--- src/rtl/qam_demod.sv ---
// ---------------------------------------------------------------------------
// qam_demod : coherent 4-QAM demodulator (correlate + slice, 128-sample symbol)
// Optional erasure flag enabled by QAM_DEMOD_ERASE_EN.  Rev 1.0
// ---------------------------------------------------------------------------
`default_nettype none

module qam_demod #(
    parameter int DATA_W = 9,
    parameter int CNT_W  = 7,
    parameter int ACC_W  = 2*DATA_W + CNT_W
`ifdef QAM_DEMOD_ERASE_EN
    ,
    parameter int ERASE_THR = 4096
`endif
) (
    input  logic                     clk,
    input  logic                     reset,
    input  logic                     start,
    input  logic                     stop,
    input  logic                     sample_en,
    input  logic signed [DATA_W-1:0] rx_in,
    input  logic signed [DATA_W-1:0] GetSin,
    input  logic signed [DATA_W-1:0] GetCos,
    output logic        [1:0]        sym_out,
    output logic                     sym_valid,
    output logic        [CNT_W-1:0]  sample_cnt,
    output logic                     busy
`ifdef QAM_DEMOD_ERASE_EN
    ,
    output logic                     sym_erase
`endif
);

    typedef enum logic [0:0] {
        ST_IDLE  = 1'b0,
        ST_ACCUM = 1'b1
    } state_t;

    state_t                    state_q, state_d;
    logic signed [ACC_W-1:0]   acc_i_q, acc_i_d;
    logic signed [ACC_W-1:0]   acc_q_q, acc_q_d;
    logic        [CNT_W-1:0]   cnt_q, cnt_d;
    logic        [1:0]         sym_q, sym_d;
    logic                      valid_q, valid_d;

    logic signed [2*DATA_W-1:0] p_i, p_q;
    logic signed [ACC_W-1:0]    f_i, f_q;
    logic                       decide;

    assign p_i = rx_in * GetCos;
    assign p_q = rx_in * GetSin;
    assign f_i = acc_i_q + {{(ACC_W-2*DATA_W){p_i[2*DATA_W-1]}}, p_i};
    assign f_q = acc_q_q + {{(ACC_W-2*DATA_W){p_q[2*DATA_W-1]}}, p_q};

    // Symbol end only counts when neither stop nor start overrides it
    assign decide = (state_q == ST_ACCUM) && !stop && !start && sample_en
                    && (cnt_q == {CNT_W{1'b1}});

    always_comb begin
        state_d = state_q;
        acc_i_d = acc_i_q;
        acc_q_d = acc_q_q;
        cnt_d   = cnt_q;
        sym_d   = sym_q;
        valid_d = 1'b0;
        if (stop) begin
            state_d = ST_IDLE;
            acc_i_d = '0;
            acc_q_d = '0;
            cnt_d   = '0;
        end else if (start) begin
            state_d = ST_ACCUM;
            acc_i_d = '0;
            acc_q_d = '0;
            cnt_d   = '0;
        end else if (state_q == ST_ACCUM && sample_en) begin
            if (decide) begin
                // Zero integral slices as I+ / Q-
                sym_d   = {f_i[ACC_W-1], ~f_q[ACC_W-1] & (|f_q)};
                valid_d = 1'b1;
                acc_i_d = '0;
                acc_q_d = '0;
                cnt_d   = '0;
            end else begin
                acc_i_d = f_i;
                acc_q_d = f_q;
                cnt_d   = cnt_q + CNT_W'(1);
            end
        end
    end

    always_ff @(posedge clk or negedge reset) begin
        if (!reset) begin
            state_q <= ST_IDLE;
            acc_i_q <= '0;
            acc_q_q <= '0;
            cnt_q   <= '0;
            sym_q   <= 2'b00;
            valid_q <= 1'b0;
        end else begin
            state_q <= state_d;
            acc_i_q <= acc_i_d;
            acc_q_q <= acc_q_d;
            cnt_q   <= cnt_d;
            sym_q   <= sym_d;
            valid_q <= valid_d;
        end
    end

    assign sym_out    = sym_q;
    assign sym_valid  = valid_q;
    assign sample_cnt = cnt_q;
    assign busy       = (state_q == ST_ACCUM);

`ifdef QAM_DEMOD_ERASE_EN
    localparam logic [ACC_W-1:0] ERASE_LIM = ACC_W'(ERASE_THR);

    logic [ACC_W-1:0] mag_i, mag_q;
    logic             erase_q, erase_d;

    always_comb begin
        mag_i   = f_i[ACC_W-1] ? $unsigned(-f_i) : $unsigned(f_i);
        mag_q   = f_q[ACC_W-1] ? $unsigned(-f_q) : $unsigned(f_q);
        erase_d = erase_q;
        if (decide) begin
            erase_d = (mag_i < ERASE_LIM) | (mag_q < ERASE_LIM);
        end
    end

    always_ff @(posedge clk or negedge reset) begin
        if (!reset) begin
            erase_q <= 1'b0;
        end else begin
            erase_q <= erase_d;
        end
    end

    assign sym_erase = erase_q;
`endif

endmodule

`default_nettype wire
--- config.mk ---
export PLATFORM = sky130hd
export DESIGN_NAME = qam_demod
export DESIGN_NICKNAME = d
export VERILOG_FILES = /design/src/rtl/qam_demod.sv
export SDC_FILE = /design/constraint.sdc
export NUM_CORES = 1
export LEC_CHECK = 0
export CAP_MARGIN = 0
export CORE_MARGIN = 2
export CORE_UTILIZATION = 65
export DETAILED_ROUTE_END_ITERATION = 8
export GPL_TIMING_DRIVEN = 0
export PLACE_DENSITY = 0.88
export SLEW_MARGIN = 25
export SYNTH_ARGS = -nofsm -noshare
export SYNTH_HDL_FRONTEND = slang
export SYNTH_SLANG_ARGS = --single-unit
--- constraint.sdc ---
create_clock -name clk -period 7.6 [get_ports clk]
set_input_delay 1.9 -clock clk [delete_from_list [all_inputs] [get_ports clk]]
set_output_delay 1.9 -clock clk [all_outputs]
set_load 0.02 [all_outputs]
; Yosys cells after proc, flatten, opt, wreduce, memory -nomap -nowiden
; Cells that the tools add are included.
; Widths: inputs -> output; s select.
[totals]
reg_bits = 61
in_bits = 32
out_inout_bits = 11
elab_cells = 45
[op_classes]
n_addsub = 3
mul = 2
n_eq_ne = 1
muxes = 18
bitwise_logic = 4
reduce_logical = 11
[ops]
columns = operator, n
row1 = $mux 25, 8
row2 = $add 25x25->25, 2
row3 = $mul 9x9->18, 2
row4 = $mux 7, 4
row5 = $reduce_or 25->1, 1
row6 = $add 7x1->7 const B, 1
row7 = $eq 7x7->1 const B, 1
row8 = $mux 1, 6
row9 = $logic_and 1x1->1, 5
row10 = $reduce_and 4->1, 1
row11 = $not 1->1, 3
row12 = $reduce_bool 3->1, 1
row13 = $logic_not 1->1, 2
row14 = $reduce_bool 2->1, 1
row15 = $and 1x1->1, 1

; Depth between registers and ports, before layout
; Gate-level depths: netlist of run 1.
[logic_depth]
depth_word = 9
ltp_mapped = 31
depth_no_buf = 30

; Least setup slack after synthesis of run 1
; Ideal clock, no wire load.
[synth_path]
path_kind = input to register
start = input rx_in[6]
end = register sym_q[0] (netlist: sym_out[0])
setup_time_ps = 131
t_arrival_ps = 8644
t_required_ps = 7469
path_slack_ps = -1175
stages = 28
path_buffers = 2
path_cell_list = clkbuf_1 -> clkbuf_1 -> nand2_1 -> fa_1 -> inv_1 -> fa_1 -> inv_1 -> fa_1 -> inv_1 -> fa_1 -> fa_1 -> ha_1 -> o21a_1 -> o31a_1 -> nor4_2 -> o31ai_1 -> o41ai_4 -> xor2_1 -> ha_1 -> and3_1 -> and2_1 -> and3_1 -> o32a_1 -> a41oi_1 -> xnor3_1 -> xnor2_1 -> mux2i_1 -> a31oi_1
[synth_via]
elab_chain_cells = 4
word_cells_on_any_way = 5
classes_between = add/sub (1) / mul (1) / bitwise (2) / reduce/logical (1)
[synth_lines]
columns = element, line
row1 = start: declaration, 21  ; input logic signed [DATA_W-1:0] rx_in,
row2 = $mul 9x9->18 *, 51  ; assign p_q = rx_in * GetSin;
row3 = $add 25x25->25 *, 53  ; assign f_q = acc_q_q + {{(ACC_W-2*DATA_W){p_q[2*DATA_W-1]}}, p_q};
row4 = $reduce_or 25->1 / $not 1->1 (equally long branches), 79  ; sym_d = {f_i[ACC_W-1], ~f_q[ACC_W-1] & (|f_q)};
row5 = $and 1x1->1 *, 79
row6 = end signal: assignment, 105  ; sym_q <= sym_d;
row7 = end: declaration, 43  ; logic [1:0] sym_q, sym_d;
; Mark *: on every way between the ends. The rest lies on a longest branch, timed or not.
; A chain may end at the register's enable or synchronous reset.

; Worst setup path in the final report of run 1
; Ends and elaborated chain as after synthesis.

==> run_results.csv, run 1 <==
group,metric,value,unit
cts,worstSkewPairLatency,340,ps
synth,yosys-top-cells-count,"inv_1, fa_1, nand2_1, ha_1, and2_1",
setup_path,crit_arrival,8560,ps
floorplanning,coreArea,16000,sq um
sta,min_period,8350,ps
placed_design,place_area,11500,sq um
cts,ctsRootBufferMaster,"clkbuf_16",
sta,fin_skew,9.38,ps
floorplanning,start_util,0.668,
floorplanning,rows,46,
synth,syn_inst,1189,
setup_path,timing_worst_setup_path_type,"primary input to register",
route,viasPerCell,6.09,
setup_path,worst_setup_path_start_kind,"primary input",
global_route,grt_pass1_wl,47600,um
route,antenna_left,0,
cts,clk_path_buf_depth,2,
sta,setup_slack,-754,ps
setup_path,rrSetupSlack,3910,ps
global_route,overflow,0,
finish,final_area,13100,sq um
sta,whs,488,ps
sta,relSlewSlack,0.395,
synth,yosysSeqAreaShare,0.143,
synth,synth_top_family_by_area,"adder cells",
synth,synth_top_area_frac,0.266,
synth,synth_area_leaders,"fa_1, ha_1, dfrtp_1, inv_1, nand2_1",
global_route,grt_max_degree,54,
setup_path,endpoint_kind,"register",
setup_path,cp_max_fo,5,
hold_path,hold_class,"register to register",
cts,cts_tree,"built",
sta,slew_viol_final,0,
route,dr_total_vias,9301,
setup_path,r2r-start,"acc_q_q[0]$_DFFE_PN0P_",
placed_design,dp.cells,1436,
cts,cts_buffers,9,
setup_path,critPathSlowestCell,"fa_1",
run_status,violations,"setup timing",
cts,ctsHoldBuffers,0,
synth,yosysMostFrequentCell,"inv_1",
route,drt_iter0_drc,796,
setup_path,cp-startpoint,"rx_in[6]",
setup_path,crit_required,7810,ps
floorplanning,die_h,132,um
finish,layout-drive-gt1-share,0.191,
route,wl,30200,um
cts,clk_pin_slew,60,ps
route,drc_errors,0,
run,cap_violations,0,
synth,synth_compound_area_frac,0.133,
sta,period_share,1.10,
synth,yosysUniqueCellTypes,70,
sta,tightest_slew,902,ps
synth,async_flop_share,1.00,
sta,hold_violations,0,
finish,num_antenna_cells,0,
synth,synthMuxAreaShare,0.00398,
placed_design,gp_congestion,0.913,
synth,synthAdderAreaFrac,0.413,
floorplanning,die_w,132,um
setup_path,critPathMaxStageDelay,600,ps
setup_path,cp_common_cell,"fa_1",
cts,tritoncts_num_sinks,61,
synth,ys_warn_count,0,
synth,yosysTopAreaCell,"fa_1",
cts,ctsHtreeMaxLevel,3,
global_route,grtUsageTotal,0.340,
setup_path,r2r_cells,11,
synth,syn_area,10700,sq um
sta,rsz0062_at_grt,"yes",
placed_design,hpwlAfterDp,19200,um
synth,synth_edf_count,0,
sta,max_freq,120,MHz
global_route,grt_pass1_vias,9619,
route,drtPass1Iterations,6,
synth,yosys.area_share.simple,0.160,
route,post_drt_wl_per_cell,19.8,um
placed_design,portBuffers,30,
synth,syn_nets,1489,
setup_path,worstSetupEndpoint,"sym_out[0]$_DFFE_PN0P_",
synth,synth_flop_cell,"dfrtp_1",
floorplanning,die_area,17500,sq um
global_route,antenna_found_initial,0,
synth,synth_seq_cells,61,
finish,fin_cells,1528,
sta,setup_violations,17,
synth,synth_xor_area_frac,0.0709,
setup_path,r2r-end,"sym_out[0]$_DFFE_PN0P_",
finish,final_util,0.821,
synth,avgSynthCellArea,8.99,sq um
finish,area_growth,22.8,%
run_status,status,"finished, violations left",
finish,final_nets,1608,
floorplanning,io_pins,43,
## cell type report
type / count / area [sq um]
inverters: 185 / 694
clock inverters: 4 / 47.5
fillers: 935 / 2870
well taps: 216 / 270
plain buffers: 31 / 364
clock buffers: 11 / 253
repair buffers: 108 / 982
multi-input cells: 912 / 8990
flip-flops and latches: 61 / 1530
## placed cells by master (no fill, tap or decap), types with 14 or more instances in the layout
| master | n |
|---|---|
| fa_1 | 135 |
| nand2b_1 | 18 |
| xnor2_1 | 46 |
| nor2_1 | 43 |
| buf_6 | 20 |
| ha_4 | 14 |
| dfrtp_1 | 61 |
| clkbuf_16 | 18 |
| xor2_1 | 25 |
| and2_1 | 68 |
| a21oi_1 | 29 |
| ha_1 | 108 |
| a21oi_2 | 16 |
| o21ai_0 | 39 |
| o21ai_1 | 20 |
| inv_1 | 181 |
| buf_4 | 61 |
| a22o_1 | 18 |
| nand2_1 | 123 |
| clkdlybuf4s50_1 | 14 |
## layer usage
metal	GRT usage	wire length (um)	vias up
met2	0.572	15000	433
met3	0.0381	1870	125
met5	0	0	-
met4	0.157	1350	0
met1	0.446	11900	4597
li1	-	-	4146
## through the flow
stage,setup WS [ps],TNS [ps]
4_1_cts,-534,-3440
3_3_place_gp,-2310,-34230
3_5_place_dp,-2370,-36360
2_1_floorplan,-761,-4130
6_report,-754,-6960
5_1_grt,-921,-10840
## kinds of logic (layout without fill, tap and decap cells)
kind of cell,Yosys count,count (layout)
AND/OR/NAND/NOR,344,344
AO/OA/AOI/OAI,214,214
adder cells (fa/ha/maj),268,268
multiplexers,4,4
flip-flops,61,61
buffers and inverters,216,339
XOR/XNOR,82,82
## registers in the layout, summed over array words and instances (netlist names)
name        cells
acc_i_q        25
acc_q_q        25
busy            1
sample_cnt      7
sym_out         2
sym_valid       1
## how the worst min path moves through the flow
stage,slack (ps),start,to,cells past startpoint
after CTS,490,acc_i_q[10]$_DFFE_PN0P_,acc_i_q[10]$_DFFE_PN0P_,2
after global placement,470,acc_i_q[10]$_DFFE_PN0P_,acc_i_q[10]$_DFFE_PN0P_,2
final,490,acc_i_q[10]$_DFFE_PN0P_,acc_i_q[10]$_DFFE_PN0P_,2
after global routing,510,acc_i_q[10]$_DFFE_PN0P_,acc_i_q[10]$_DFFE_PN0P_,2
after detailed placement,480,acc_i_q[10]$_DFFE_PN0P_,acc_i_q[10]$_DFFE_PN0P_,2
after floorplan,450,acc_q_q[20]$_DFFE_PN0P_,acc_q_q[20]$_DFFE_PN0P_,2
## timing repair
| item | CTS | global route |
|---|---|---|
| setup buffers | 56 | 23 |
| resized for setup | 164 | 77 |
| setup endpoints to repair | 29 | 21 |
| endpoints found under the hold margin | 0 | 0 |
| pin swaps | 52 | 57 |
## critical path: cells and delay by family
family	cells	cell delay (ps)
buffers and inverters	7	650
adders and majority gates	7	3000
and+or+nand+nor	6	1070
xor gates and xnor gates	1	150
AOI/OAI and AO/OA	9	1780
Power of run 1 is not shown: default switching activity piles up to over one toggle a cycle in this logic, so the estimate is an artifact.
==> run 2: changes to the inputs <==
CTS_CLUSTER_SIZE = 25   (was unset)
==> results of run 2 <==
Same layout as run 1: the final DEF is identical, and so are final timing and power.
Power of run 2 is left out for the same reason.
